`config.mk`:
```
export PLATFORM = sky130hd
export DESIGN_NAME = multi_sprite_engine_flat
export DESIGN_NICKNAME = d
export VERILOG_FILES = /design/src/rtl/multi_sprite_engine_if.sv /design/src/rtl/multi_sprite_engine.sv /design/src/flat_wrapper.sv
export SDC_FILE = /design/constraint.sdc
export NUM_CORES = 1
export LEC_CHECK = 0
export ABC_CLOCK_PERIOD_IN_PS = 3500
export BUFFER_PORTS_ARGS = -buffer_cell sky130_fd_sc_hd__buf_2
export CAP_MARGIN = 20
export CORE_ASPECT_RATIO = 0.7
export CORE_UTILIZATION = 45
export CTS_CLUSTER_SIZE = 28
export DETAILED_ROUTE_END_ITERATION = 16
export PLACE_DENSITY = 0.7
export SYNTH_ARGS = -nofsm -noshare
export SYNTH_HDL_FRONTEND = slang
export SYNTH_SLANG_ARGS = --single-unit
```
`constraint.sdc`:
```
create_clock -name clk -period 3.5 [get_ports clk]
set_clock_uncertainty 0.1 [all_clocks]
set_input_delay 0 -clock clk [delete_from_list [all_inputs] [get_ports clk]]
set_output_delay 0 -clock clk [all_outputs]
set_load 0.02 [all_outputs]
```
`src/rtl/multi_sprite_engine_if.sv`:
```
// Register write port from the config writer (SPI receiver) into the sprite engine.
//
// Signals:
//   wr_en    register write strobe, one cycle per write
//   wr_addr  {sprite index, 5-bit register offset}
//   wr_data  16-bit write data
//
// Modports:
//   master   config writer side (drives the port)
//   slave    sprite engine side (samples the port)
interface multi_sprite_engine_if #(
    parameter int ADDR_W = 7
);
    logic              wr_en;
    logic [ADDR_W-1:0] wr_addr;
    logic [15:0]       wr_data;

    modport master (output wr_en, output wr_addr, output wr_data);
    modport slave  (input  wr_en, input  wr_addr, input  wr_data);
endinterface

```
`src/rtl/multi_sprite_engine.sv`:
```
// Multi-sprite renderer. Draws NUM_SPRITES independent 1-bpp sprites over the
// downscaled raster and outputs the winning (lowest-index) opaque pixel two
// clocks after the raster counters, plus per-frame collision flags. Sprites
// can optionally bounce around the visible area, stepping once per frame.
//
// Ports:
//   clk           system clock
//   reset         synchronous active-high reset
//   counter_h/v   signed raster counters, negative during blanking
//   blank         hblank or vblank
//   next_frame    one-cycle pulse at frame end (movement + collision latch)
//   cfg           register write port (slave side)
//   sprite_hit    opaque sprite pixel present (registered)
//   sprite_color  rrggbb of winning sprite (registered)
//   sprite_id     index of winning sprite (registered)
//   collision     per-sprite collision flags of the previous frame
//
// Register offsets per sprite: 0 CTRL {move, enable}, 1 X, 2 Y, 3 COLOR,
// 16+r bitmap row r (MSB = leftmost column).
module multi_sprite_engine #(
    parameter int NUM_SPRITES   = 4,
    parameter int SPRITE_WIDTH  = 12,
    parameter int SPRITE_HEIGHT = 12,
    parameter int SCALE_LOG2    = 3,
    parameter int CNT_W         = 11,
    parameter int WIDTH_SMALL   = 100,
    parameter int HEIGHT_SMALL  = 75,
    localparam int ID_W         = $clog2(NUM_SPRITES)
) (
    input  logic                    clk,
    input  logic                    reset,
    input  logic signed [CNT_W-1:0] counter_h,
    input  logic signed [CNT_W-1:0] counter_v,
    input  logic                    blank,
    input  logic                    next_frame,
    multi_sprite_engine_if.slave    cfg,
    output logic                    sprite_hit,
    output logic [5:0]              sprite_color,
    output logic [ID_W-1:0]         sprite_id,
    output logic [NUM_SPRITES-1:0]  collision
);

    localparam logic [7:0] X_MAX = 8'(WIDTH_SMALL - SPRITE_WIDTH);
    localparam logic [7:0] Y_MAX = 8'(HEIGHT_SMALL - SPRITE_HEIGHT);

    // Per-sprite state
    logic                    en     [NUM_SPRITES];
    logic                    mv     [NUM_SPRITES];
    logic [7:0]              pos_x  [NUM_SPRITES];
    logic [7:0]              pos_y  [NUM_SPRITES];
    logic                    neg_x  [NUM_SPRITES];   // 1 = moving toward 0
    logic                    neg_y  [NUM_SPRITES];
    logic [5:0]              color  [NUM_SPRITES];
    logic [SPRITE_WIDTH-1:0] bitmap [NUM_SPRITES][SPRITE_HEIGHT];

    // Write decode
    logic [ID_W-1:0]        wr_idx;
    logic [4:0]             wr_off;
    logic [NUM_SPRITES-1:0] sel;

    assign wr_idx = cfg.wr_addr[ID_W+4:5];
    assign wr_off = cfg.wr_addr[4:0];

    // Downscaled raster position
    logic signed [CNT_W-1:0] cx_s;
    logic signed [CNT_W-1:0] cy_s;
    logic [8:0]              cx;
    logic [8:0]              cy;
    logic                    on_raster;

    assign cx_s      = counter_h >>> SCALE_LOG2;
    assign cy_s      = counter_v >>> SCALE_LOG2;
    assign cx        = cx_s[8:0];
    assign cy        = cy_s[8:0];
    assign on_raster = !cx_s[CNT_W-1] && !cy_s[CNT_W-1];

    logic [NUM_SPRITES-1:0] opaque;

    for (genvar g = 0; g < NUM_SPRITES; g++) begin : g_sprite
        logic [8:0]              x9, y9, dx, dy;
        logic                    in_x, in_y;
        logic [SPRITE_WIDTH-1:0] row;

        assign sel[g] = cfg.wr_en && (wr_idx == ID_W'(g));

        // 9-bit compares so x+SPRITE_WIDTH never wraps past 255
        assign x9   = {1'b0, pos_x[g]};
        assign y9   = {1'b0, pos_y[g]};
        assign dx   = cx - x9;
        assign dy   = cy - y9;
        assign in_x = (cx >= x9) && (cx < x9 + 9'(SPRITE_WIDTH));
        assign in_y = (cy >= y9) && (cy < y9 + 9'(SPRITE_HEIGHT));
        assign row  = bitmap[g][dy[3:0]];

        assign opaque[g] = en[g] && on_raster && in_x && in_y
                           && row[4'(SPRITE_WIDTH - 1) - dx[3:0]];
    end

    // Configuration registers and per-frame movement
    always_ff @(posedge clk) begin
        if (reset) begin
            for (int i = 0; i < NUM_SPRITES; i++) begin
                en[i]    <= 1'b0;
                mv[i]    <= 1'b0;
                pos_x[i] <= '0;
                pos_y[i] <= '0;
                neg_x[i] <= 1'b0;
                neg_y[i] <= 1'b0;
                color[i] <= '0;
                for (int r = 0; r < SPRITE_HEIGHT; r++) begin
                    bitmap[i][r] <= '0;
                end
            end
        end else begin
            for (int i = 0; i < NUM_SPRITES; i++) begin
                if (sel[i] && wr_off == 5'd0) begin
                    en[i] <= cfg.wr_data[0];
                    mv[i] <= cfg.wr_data[1];
                end
                if (sel[i] && wr_off == 5'd3) begin
                    color[i] <= cfg.wr_data[5:0];
                end
                for (int r = 0; r < SPRITE_HEIGHT; r++) begin
                    if (sel[i] && wr_off == 5'(16 + r)) begin
                        bitmap[i][r] <= cfg.wr_data[SPRITE_WIDTH-1:0];
                    end
                end

                // A CPU write to X/Y overrides the movement step; direction kept.
                if (sel[i] && wr_off == 5'd1) begin
                    pos_x[i] <= cfg.wr_data[7:0];
                end else if (next_frame && en[i] && mv[i]) begin
                    if (!neg_x[i]) begin
                        if (pos_x[i] >= X_MAX) begin
                            neg_x[i] <= 1'b1;
                            pos_x[i] <= (pos_x[i] == X_MAX) ? X_MAX - 8'd1 : X_MAX;
                        end else begin
                            pos_x[i] <= pos_x[i] + 8'd1;
                        end
                    end else begin
                        if (pos_x[i] == 8'd0) begin
                            neg_x[i] <= 1'b0;
                            pos_x[i] <= 8'd1;
                        end else if (pos_x[i] > X_MAX) begin
                            pos_x[i] <= X_MAX;
                        end else begin
                            pos_x[i] <= pos_x[i] - 8'd1;
                        end
                    end
                end

                if (sel[i] && wr_off == 5'd2) begin
                    pos_y[i] <= cfg.wr_data[7:0];
                end else if (next_frame && en[i] && mv[i]) begin
                    if (!neg_y[i]) begin
                        if (pos_y[i] >= Y_MAX) begin
                            neg_y[i] <= 1'b1;
                            pos_y[i] <= (pos_y[i] == Y_MAX) ? Y_MAX - 8'd1 : Y_MAX;
                        end else begin
                            pos_y[i] <= pos_y[i] + 8'd1;
                        end
                    end else begin
                        if (pos_y[i] == 8'd0) begin
                            neg_y[i] <= 1'b0;
                            pos_y[i] <= 8'd1;
                        end else if (pos_y[i] > Y_MAX) begin
                            pos_y[i] <= Y_MAX;
                        end else begin
                            pos_y[i] <= pos_y[i] - 8'd1;
                        end
                    end
                end
            end
        end
    end

    // Stage 1: opaque vector and blank
    logic [NUM_SPRITES-1:0] opaque_q;
    logic                   blank_q;
    logic [NUM_SPRITES-1:0] coll_acc;
    logic [NUM_SPRITES-1:0] coll_now;

    // Two or more opaque bits <=> clearing the lowest set bit leaves something.
    assign coll_now = (!blank_q && ((opaque_q & (opaque_q - 1'b1)) != '0))
                      ? opaque_q : '0;

    always_ff @(posedge clk) begin
        if (reset) begin
            opaque_q  <= '0;
            blank_q   <= 1'b0;
            coll_acc  <= '0;
            collision <= '0;
        end else begin
            opaque_q <= opaque;
            blank_q  <= blank;
            if (next_frame) begin
                collision <= coll_acc | coll_now;
                coll_acc  <= '0;
            end else begin
                coll_acc <= coll_acc | coll_now;
            end
        end
    end

    // Stage 2: priority encode, lowest index wins
    logic            win_hit;
    logic [ID_W-1:0] win_id;
    logic [5:0]      win_color;

    always_comb begin
        win_hit   = 1'b0;
        win_id    = '0;
        win_color = '0;
        for (int i = NUM_SPRITES - 1; i >= 0; i--) begin
            if (opaque_q[i]) begin
                win_hit   = 1'b1;
                win_id    = ID_W'(i);
                win_color = color[i];
            end
        end
    end

    always_ff @(posedge clk) begin
        if (reset || blank_q) begin
            sprite_hit   <= 1'b0;
            sprite_color <= '0;
            sprite_id    <= '0;
        end else begin
            sprite_hit   <= win_hit;
            sprite_color <= win_color;
            sprite_id    <= win_id;
        end
    end

endmodule

```
`src/flat_wrapper.sv`:
```
// flat-port wrapper written by rule: the top's interface ports become plain ports
module multi_sprite_engine_flat 
#(
    parameter int NUM_SPRITES   = 4,
    parameter int SPRITE_WIDTH  = 12,
    parameter int SPRITE_HEIGHT = 12,
    parameter int SCALE_LOG2    = 3,
    parameter int CNT_W         = 11,
    parameter int WIDTH_SMALL   = 100,
    parameter int HEIGHT_SMALL  = 75,
    localparam int ID_W         = $clog2(NUM_SPRITES)
)
  (clk, reset, counter_h, counter_v, blank, next_frame, sprite_hit, sprite_color, sprite_id, collision, cfg_wr_en, cfg_wr_addr, cfg_wr_data);
  multi_sprite_engine_if #(.ADDR_W((7))) cfg_i ();
  input  logic clk;
  input  logic reset;
  input  logic signed [CNT_W-1:0] counter_h;
  input  logic signed [CNT_W-1:0] counter_v;
  input  logic blank;
  input  logic next_frame;
  output logic sprite_hit;
  output logic [5:0] sprite_color;
  output logic [ID_W-1:0] sprite_id;
  output logic [NUM_SPRITES-1:0] collision;
  input wire logic [$bits(cfg_i.wr_en)-1:0] cfg_wr_en;
  input wire logic [$bits(cfg_i.wr_addr)-1:0] cfg_wr_addr;
  input wire logic [$bits(cfg_i.wr_data)-1:0] cfg_wr_data;
  assign cfg_i.wr_en = cfg_wr_en;
  assign cfg_i.wr_addr = cfg_wr_addr;
  assign cfg_i.wr_data = cfg_wr_data;
  multi_sprite_engine #(.NUM_SPRITES(NUM_SPRITES), .SPRITE_WIDTH(SPRITE_WIDTH), .SPRITE_HEIGHT(SPRITE_HEIGHT), .SCALE_LOG2(SCALE_LOG2), .CNT_W(CNT_W), .WIDTH_SMALL(WIDTH_SMALL), .HEIGHT_SMALL(HEIGHT_SMALL)) u_core (.clk(clk), .reset(reset), .counter_h(counter_h), .counter_v(counter_v), .blank(blank), .next_frame(next_frame), .cfg(cfg_i), .sprite_hit(sprite_hit), .sprite_color(sprite_color), .sprite_id(sprite_id), .collision(collision));
endmodule
```
Word level (Yosys, flattened, before mapping)

Memory sizes are Yosys's and may differ from the RTL's.
Index checks and enable logic that the tools add are counted.

Register bits: 22
RAM bits: 680
Input port bits: 50
Output and inout bits: 13
Word-level logic and storage cells: 983
Memories kept: 8

Add/sub/neg operators: 37
Order comparisons: 40
Equality and inequality tests: 26
Mux-type cells: 614
Bitwise operators: 130
Reductions and logical operators: 120

Memory list:

| name          | words | bits a word | rd ports | clocked after Yosys merged registers in | wr ports | RTL line                  | text |
|---|---|---|---|---|---|---|---|
| u_core.bitmap | 4     | 144         | 4        | 0                                       | 4        | multi_sprite_engine.sv:54 | `logic [SPRITE_WIDTH-1:0] bitmap [NUM_SPRITES][SPRITE_HEIGHT];` |
| u_core.pos_x  | 4     | 8           | 4        | 0                                       | 4        | multi_sprite_engine.sv:49 | `logic [7:0] pos_x [NUM_SPRITES];` |
| u_core.pos_y  | 4     | 8           | 4        | 0                                       | 4        | multi_sprite_engine.sv:50 | `logic [7:0] pos_y [NUM_SPRITES];` |
| u_core.color  | 4     | 6           | 4        | 0                                       | 4        | multi_sprite_engine.sv:53 | `logic [5:0] color [NUM_SPRITES];` |
| u_core.en     | 4     | 1           | 4        | 0                                       | 4        | multi_sprite_engine.sv:47 | `logic en [NUM_SPRITES];` |
| u_core.mv     | 4     | 1           | 4        | 0                                       | 4        | multi_sprite_engine.sv:48 | `logic mv [NUM_SPRITES];` |
| +2 memories   | n/a   | n/a         | n/a      | n/a                                     | n/a      | n/a                       |  |

Operators with widths:

| kind                  | number |
|---|---|
| $mux W12              | 56 |
| $mux W1               | 487 |
| $mux W8               | 48 |
| $bmux W12 S4          | 4 |
| $or A1 B1 Y1          | 124 |
| $logic_and A1 B1 Y1   | 102 |
| $add A8 B4 Y9 const B | 8 |
| $ge A9 B8 Y1          | 8 |
| $lt A9 B9 Y1          | 8 |
| $add A8 B1 Y8 const B | 8 |
| $logic_not A8 Y1      | 8 |
| $sub A8 B1 Y8 const B | 8 |
| $eq A5 B5 Y1 const B  | 12 |
| $mux W6               | 8 |
| $eq A8 B6 Y1 const B  | 4 |
| $eq A8 B7 Y1 const B  | 4 |
| $ge A8 B6 Y1 const B  | 4 |
| $ge A8 B7 Y1 const B  | 4 |
| $gt A8 B6 Y1 const B  | 4 |
| $gt A8 B7 Y1 const B  | 4 |
| $sub A4 B4 Y4         | 8 |
| $ge A5 B5 Y1 const B  | 4 |
| $lt A4 B5 Y1 const B  | 4 |
| $mux W4               | 5 |
| 18 further kinds      | 33 |

Longest topological paths before layout

Gate-level depths: netlist (run 1).
An unclocked memory read counts as a cell.

Word-level depth: 13
Depth in mapped cells: 13
Depth with buffers taken out: 12

Worst setup path after synthesis (run 1)

No wires, ideal clock.

Kind: register -> register
Start point: mem u_core.pos_y[1][0], in the netlist u_core.pos_y[0][8]
End point: reg u_core.opaque_q[1]
Arrival time: 2.956 ns
Required time: 3.276 ns
Path slack: 0.320 ns
Stages on the path, launching flop included: 11
Path buffers: 2
Clock period less this slack: 3.180 ns
Cells stage by stage: edfxtp_1 ha_1 fa_1 buf_4 clkbuf_1 mux4_2 mux4_2 a31oi_1 o21ai_1 o211ai_1 a211oi_2

RTL lines:

| element                | RTL line                   | text |
|---|---|---|
| start: declaration     | multi_sprite_engine.sv:50  |  |
| end signal: assignment | multi_sprite_engine.sv:194 | `opaque_q <= opaque;` |
| end: declaration       | multi_sprite_engine.sv:178 | `logic [NUM_SPRITES-1:0] opaque_q;` |

==> results of run 1 <==
==> worst max path at each step <==
stage                     cells after the start                  to  slack [ns]                start
after floorplan                              10  u_core.opaque_q[1]        0.32   u_core.pos_y[0][8]
after global placement                       10  u_core.opaque_q[0]        0.20         counter_v[4]
after detailed placement                      9  u_core.opaque_q[0]        0.19   u_core.pos_y[0][0]
after CTS                                    11  u_core.opaque_q[2]        0.13  u_core.pos_y[0][16]
after global routing                         11  u_core.opaque_q[3]      0.0007  u_core.pos_y[0][25]
final                                         9  u_core.opaque_q[0]        0.11   u_core.pos_y[0][0]
==> stage by stage <==
stage	area (um^2)	std cells	util	total power, W
global placement	39020	3910	0.4818	0.01300
CTS	41480	4052	0.5122	0.02068
floorplan	37030	2826	-	0.01201
detailed placement	39030	3911	0.4819	0.01309
global route	41530	4055	0.5128	0.02131
finish	41540	4060	0.5130	0.02063
==> synthesized netlist by cell type (17+ instances only) <==
cell type / n
edfxtp_1: 680
and2_1: 329
ha_1: 180
nor2_1: 163
mux4_2: 159
nand2_1: 153
clkbuf_1: 139
a21oi_1: 112
o21ai_0: 101
xnor2_1: 99
inv_1: 92
nor3_1: 68
nand3_1: 64
o21bai_1: 57
a31oi_1: 26
a211oi_1: 24
dfxtp_1: 22
nand4_1: 21
nor2b_1: 19
o211ai_1: 19
xor2_1: 19
mux2i_1: 17
nand2b_1: 17
==> cells by family (layout without fill, tap and decap cells) <==
family	count (synthesis)	count (layout)
multiplexers	179	179
flip-flops	702	702
AND/OR/NAND/NOR	896	896
XOR/XNOR	121	121
buffers and inverters	272	433
other	0	5
AO/OA/AOI/OAI	467	467
adder cells (fa/ha/maj)	189	189
==> cell type report <==
class	count	area share
inverters	95	0.008584
flip-flops and latches	702	0.5021
diodes	5	0.0003012
clock inverters	38	0.01120
clock buffers	87	0.04394
repair buffers	213	0.03957
well taps	1068	0.03217
multi-input cells	1852	0.3621
==> sequential cells by signal, indices dropped and copies added, names as in the netlist, 6 cells and up <==
register and flops:
u_core.color 24, u_core.pos_x 32, u_core.pos_y 32, u_core.bitmap 576, u_core.sprite_color 6
==> repair_timing <==
action / CTS / global route
gates resized for setup: 0 / 4
setup buffers: 0 / 0
endpoints found under the hold margin: 146 / 0
endpoints found under the setup margin: 0 / 2
hold buffers: 16 / 0
==> power by group through the flow <==
stage          combinational [W]  sequential [W]  clock, W
2_1_floorplan            0.00207         0.00994         0
3_3_place_gp             0.00299          0.0100         0
3_5_place_dp             0.00305          0.0100         0
4_1_cts                  0.00309         0.00986   0.00773
5_1_grt                  0.00336         0.00990   0.00805
6_report                 0.00313         0.00986   0.00763
==> metal layers <==
metal / up-vias / track usage / share of wire
met5: - / 0 / 0.00040
li1: 10810 / - / -
met4: 6 / 0.06828 / 0.026
met2: 1351 / 0.3414 / 0.42
met1: 12310 / 0.3713 / 0.44
met3: 165 / 0.06615 / 0.11
==> critical path, cell delays in order (launching register included) <==
cell	delay [ns]
edfxtp_1	0.45
ha_2	0.24
fa_1	0.55
buf_12	0.25
mux4_2	0.35
mux4_2	0.49
a41oi_1	0.41
a211oi_1	0.14
o211ai_1	0.22
a211oi_2	0.05
==> results.env, run 1 <==
RESULT_OF_THE_RUN='finished clean'
GRT_REMAINING_OVERFLOW=0
DIE_WIDTH_UM=344.9
TIMING.MAX_CAP.VIOLATIONS=0
GRT_START_MAX_NET_PINS=45
DRT-TOTAL-WL_MM=101.6
GRT_PASS1_VIAS=23860
YS_TOP_CELLS_BY_AREA='edfxtp_1, mux4_2, ha_1, and2_1, xnor2_1'
RSZ_0062_RAISED_AFTER_GLOBAL_ROUTING='false'
SYNTH_WARNINGS=0
FIRSTDRTPASSITERS=7
POWER_DENSITY_CELLS_nW_PER_UM2=496.6
SYNTHDISTINCTLIBCELLS=77
WORST_SLEW_PIN_SLEW_NS=1.034
HOLD_VIOLATIONS=0
POST_ROUTE_CELLS_DRIVE_ABOVE_1_SHARE=0.1604
FINAL_COMMON_CELL='edfxtp_1'
FINALSETUPVIOLCOUNT=0
SETUP_TNS_NS=0
WORST_SKEW_PAIR.LATE_LATENCY_NS=0.64
FP.COREAREA_UM2=80990
CRIT_REQUIRED_NS=3.90
POST_SYNTHESIS_COMPOUND_GATE_AREA_FRACTION=0.08110
HOLDPATHSTAGES=3
TIMING.HOLD.WORST.CLASS='primary input to flip-flop'
POWER.STATIC_LEAKAGE_nW=14.70
YOSYSTOPAREACELL='edfxtp_1'
SYNTHADDERAREAFRAC=0.06542
CRITICAL_PATH_STARTPOINT_CATEGORY='flip-flop'
DRC=0
LAYOUT.FILLER_CELLS=6759
MULTI_INPUT_COMB_AREA_UM2=15040
CTS_MADE_BUFFERS=68
CLOCK_SINK_COUNT=702
WORST_EP_ARRIVAL_TIME_NS=3.79
FINAL_MIN_PERIOD_OVER_CLOCK_PERIOD=0.9681
SYNTH_ENABLE_FLOP_CELLS=680
HPWL_MM=70.40
INITIALDRTVIOLATIONCOUNT=3178
SYNTH-XOR-AREA-SHARE=0.02953
SETUP_WS_POST_LAYOUT_NS=0.1117
DIE-HEIGHT_UM=242
SYNTH_TOP_AREA_FRAC=0.5515
CLOCK_SLEW_AT_REPORTED_PATH_FFS_NS=0.06
DRT-VIAS-PER-INSTANCE=6.069
ROUTED-VIA-COUNT=24640
TOP_LEVEL_PORTS=63
TIMING.HOLD.WORST.START='cfg_wr_data[7]'
DIE_AREA_UM2=83450
DESIGN.FINAL.NETS=3170
NUMBER_OF_ANTENNA_VIOLATIONS_AT_THE_FIRST_CHECK_IN_GLOBAL_ROUTING=13
CTS_TREE='built'
WORST-SETUP-PATH-TYPE='flip-flop to flip-flop'
REG2REG_TO='u_core.opaque_q[0]'
MAXCLOCKFREQUENCY_MHz=295.1
TIMING.RR.START='u_core.pos_y[0][0]'
CTSROOTBUFFERMASTER='clkbuf_16'
FINALWORSTPATHREQUIREDPERIOD_NS=3.388
WHS_ENDPOINT='u_core.pos_x[0][31]'
POWER.SWITCHING_W=0.005297
SYNTH_SIMPLE_GATE_AREA_FRAC=0.1271
REMAINING_MAX_SLEW_BUDGET_AT_THE_TIGHTEST_PIN=0.3041
GR-USAGE-ALL-LAYERS=0.2447
MAXIMUM_LEVEL_OF_THE_CTS_H_TREE=3
SW_FRAC_OF_TOTAL=0.2568
CP_MAX_FO=36
SEQUENTIAL_CELL_AREA_UM2=20860
PROPORTION_OF_SYNTHESIZED_FLIP_FLOPS_HAVING_ASYNCHRONOUS_SET_OR_RESET=0
START_UTIL=0.4572
DRTANTENNAVIOLNETS=0
REG_TO_REG_SLACK_SETUP_NS=0.11
R2R_WORST_PATH_DEPTH=9
SHARE_COMB_OF_TOTAL_POWER=0.152
MAPPEDNETLISTNETS=3064
CRITPATHCAPTURETYPE='flip-flop'
PORT-BUFFER-COUNT=52
PLACEMENT.SETUP.WORST_SLACK_NS=0.1894
COMBINATIONAL_FAMILY_WITH_THE_MOST_AREA_AFTER_SYNTHESIS='simple AND/OR/NAND/NOR gates'
TIMING_MAX_TRANSITION_VIOLATIONS_FINAL=0
SYNTH-SEQ-AREA-SHARE=0.5634
YS_DOMINANT_REG_CELL='edfxtp_1'
LAYOUT-AREA-OVERHEAD-VS-SYNTH_PCT=12.20
SEQ_POWER_SHARE=0.478
MOSTFREQUENTLAYOUTCELLS='edfxtp_1, and2_1, ha_1'
SHARE_CLK_OF_TOTAL_POWER=0.370
GRT_FIRST_PASS_WIRELENGTH_MM=152.3
WIRE_PER_INST_UM=25.02
SYNTH.MUX.AREA_FRACTION=0.1022
NETLIST_AREA_UM2=37030
SYN_AVG_CELL_AREA_UM2=13.10
CLOCK_PATH_BUFFERS=3
POSTSYNTHCELLCOUNT=2826
MAX_VDD_DROP_uV=371.3
ROW_COUNT=87
ROUTABILITYCONGESTION=0.9690
YOSYS_REGISTER_BITS=702
HOLD_SLACK_NS=0.03527
POWER.INTERNAL_W=0.01533
(Power assumes the default switching activity.)
==> inputs of run 2 (changes only) <==
--- a/config.mk
+++ b/config.mk
@@ -13,6 +13,7 @@
 export CTS_CLUSTER_SIZE = 28
 export DETAILED_ROUTE_END_ITERATION = 16
 export PLACE_DENSITY = 0.7
+export REMOVE_ABC_BUFFERS = 1
 export SYNTH_ARGS = -nofsm -noshare
 export SYNTH_HDL_FRONTEND = slang
 export SYNTH_SLANG_ARGS = --single-unit
==> results.env, run 2 (synthesis gave the netlist of run 1 again) <==
WIRE_PER_INST_UM=25.20  # +0.72%
ROW_COUNT=87  # unchanged
R2R_WORST_PATH_DEPTH=9  # unchanged
NUMBER_OF_ANTENNA_VIOLATIONS_AT_THE_FIRST_CHECK_IN_GLOBAL_ROUTING=7  # -6
SETUP.WORST_PATH.START='u_core.pos_y[0][16]'
FINALWORSTPATHREQUIREDPERIOD_NS=3.389  # +0.001100 ns
REG2REG_TO='u_core.opaque_q[2]'
RESULT_OF_THE_RUN='finished clean'
INITIALDRTVIOLATIONCOUNT=3270  # +2.9%
POWER.STATIC_LEAKAGE_nW=14.67  # -0.18%
TIMING.HOLD.WORST.CLASS='primary input to flip-flop'
TOP_LEVEL_PORTS=63  # unchanged
LAYOUT.FILLER_CELLS=6784  # +0.37%
CTS_TREE='built'
HPWL_MM=69.97  # -0.61%
REG_TO_REG_SLACK_SETUP_NS=0.11  # about the same
DRT-TOTAL-WL_MM=101.9  # +0.27%
CLOCK_SLEW_AT_REPORTED_PATH_FFS_NS=0.08  # +0.02 ns
DIE_WIDTH_UM=344.9  # unchanged
DRC=0  # unchanged
FP.COREAREA_UM2=80990  # unchanged
FINAL_COMMON_CELL='edfxtp_1'
GR-USAGE-ALL-LAYERS=0.2438  # -0.0008391
MAXCLOCKFREQUENCY_MHz=295.0  # about the same
TIMING.RR.START='u_core.pos_y[0][16]'
ROUTABILITYCONGESTION=0.9694  # about the same
LAYOUT-AREA-OVERHEAD-VS-SYNTH_PCT=12.20  # about the same
GRT_PASS1_VIAS=23970  # +0.49%
WORST_SKEW_PAIR.LATE_LATENCY_NS=0.64  # about the same
POST_ROUTE_CELLS_DRIVE_ABOVE_1_SHARE=0.1604  # about the same
TIMING_MAX_TRANSITION_VIOLATIONS_FINAL=0  # unchanged
FINAL_MIN_PERIOD_OVER_CLOCK_PERIOD=0.9684  # about the same
CTSROOTBUFFERMASTER='clkbuf_16'
WORST_SLEW_PIN_SLEW_NS=1.108  # +0.07369 ns
DESIGN.FINAL.NETS=3160  # -0.32%
FINALSETUPVIOLCOUNT=0  # unchanged
CLOCK_SINK_COUNT=702  # unchanged
PORT-BUFFER-COUNT=52  # unchanged
DIE-HEIGHT_UM=242  # unchanged
GRT_FIRST_PASS_WIRELENGTH_MM=152.1  # -0.14%
REGMOSTFLOPS='u_core.bitmap'
DIE_AREA_UM2=83450  # unchanged
WORST-SETUP-PATH-TYPE='flip-flop to flip-flop'
CP_MAX_FO=18  # -50%
CRITICAL-PATH-MAX-STAGE-DELAY_NS=0.65  # +0.10 ns
LARGEST_REGISTERS='u_core.bitmap: 576 flops, u_core.pos_x: 32 flops, u_core.pos_y: 32 flops'
FIRSTDRTPASSITERS=10  # +3
WORST_EP_ARRIVAL_TIME_NS=3.82  # +0.03 ns
CLOCK_PATH_BUFFERS=3  # unchanged
TIMING.MAX_CAP.VIOLATIONS=0  # unchanged
CRIT_REQUIRED_NS=3.93  # +0.03 ns
CRITPATHCAPTURETYPE='flip-flop'
CTS_MADE_BUFFERS=68  # unchanged
CRIT_SLOWEST_CELL='fa_2'
FINAL_CORE_UTIL=0.5130  # about the same
PATH_CELLS='ha_2, fa_2, buf_12, mux4_2, mux4_2, mux2i_2, o21ai_1, and3_1, o2111a_1'
ROUTED-VIA-COUNT=24660  # +0.085%
GRT_START_MAX_NET_PINS=55  # +22%
RSZ_0062_RAISED_AFTER_GLOBAL_ROUTING='false'
REMAINING_MAX_SLEW_BUDGET_AT_THE_TIGHTEST_PIN=0.2613  # -0.04277
CRITICAL_PATH_STARTPOINT_CATEGORY='flip-flop'
MOSTFREQUENTLAYOUTCELLS='edfxtp_1, and2_1, ha_1'
MAX_VDD_DROP_uV=336.2  # -9.5%
CRITICAL_PATH.ENDPOINT='u_core.opaque_q[2]'
SETUP_TNS_NS=0  # unchanged
START_UTIL=0.4572  # unchanged
GRT_REMAINING_OVERFLOW=0  # unchanged
MAXIMUM_LEVEL_OF_THE_CTS_H_TREE=3  # unchanged
CRIT_TOP_CELL='mux4_2'
POST_CTS.REPAIR.SETUP_BUFFERS=0  # unchanged
LARGEST_REG_FLOPS=576  # unchanged
HOLD_VIOLATIONS=0  # unchanged
POWER_DENSITY_CELLS_nW_PER_UM2=495.7  # -0.18%
DRT-VIAS-PER-INSTANCE=6.101  # +0.53%
DRTANTENNAVIOLNETS=0  # unchanged
-- run 2: changes by cell type in the layout (fill, tap and decap cells not counted), moves of 3 or more --
cell	before	now
buf_4	134	118
clkbuf_1	16	7
clkbuf_16	70	76
clkinv_1	14	8
buf_16	0	3
-- run 2: layout make-up --
class / instances / area (um^2) / area share
flip-flops and latches: 702 / 20860 / 0.5021
multi-input cells: 1852 / 15030 / 0.3618
clock buffers: 83 / 1894 / 0.04560
repair buffers: 203 / 1664 / 0.04005
well taps: 1068 / 1336 / 0.03216
clock inverters: 33 / 389.1 / 0.009366
inverters: 95 / 356.6 / 0.008583
diodes: 6 / 15.01 / 0.0003614
-- run 2: worst min path at each step --
stage | from | end | slack (ns) | depth (start not counted)
floorplan | reset | u_core.blank_q | -0.03 | 1
global placement | blank | u_core.blank_q | 0.11 | 2
detailed placement | blank | u_core.blank_q | 0.13 | 2
CTS | cfg_wr_addr[1] | u_core.mv[0][0] | 0.000004 | 4
finish | cfg_wr_data[6] | u_core.pos_y[0][6] | 0.05 | 4
global route | cfg_wr_addr[5] | u_core.neg_y[0][1] | 0.08 | 3
-- run 2: report_power, final --
group          leakage [nW]  switching, W  internal (W)
Sequential             6.71      0.000198       0.00966
Combinational          6.85       0.00178       0.00131
Clock                  1.12       0.00326       0.00439
-- run 2: routing by layer --
metal,routed length (um),vias to the layer above,GRT usage
met2,43720,1325,0.3491
met1,44180,12390,0.3699
met5,27,-,0
met4,2195,4,0.05843
li1,-,10780,-
met3,11740,160,0.06066
-- run 2: timing repair --
action / CTS / global route
setup endpoints to repair: 0 / 2
gates resized for setup: 0 / 3
hold buffers: 14 / 4
endpoints found under the hold margin: 144 / 8
-- run 2: through the flow --
stage / setup WS, ns / power, W / area [um^2] / cells / hold slack (ns)
CTS: 0.09931 / 0.02061 / 41320 / 4026 / 0.000004441
detailed placement: 0.1168 / 0.01304 / 38900 / 3896 / 0.1268
floorplan: -0.3626 / 0.01189 / 36230 / 2649 / -0.02839
finish: 0.1106 / 0.02059 / 41550 / 4042 / 0.04532
global placement: 0.1796 / 0.01296 / 38900 / 3896 / 0.1139
global route: 0.03152 / 0.02125 / 41530 / 4036 / 0.07534
-- run 2: critical path: cells and delay by family, from the launching register on --
| family | cells | cell delay [ns] |
|---|---|---|
| fa+ha+maj | 2 | 0.87 |
| flops | 1 | 0.43 |
| compound gates | 2 | 0.39 |
| simple gates | 1 | 0.25 |
| mux | 3 | 1.03 |
| buf+inv | 1 | 0.20 |
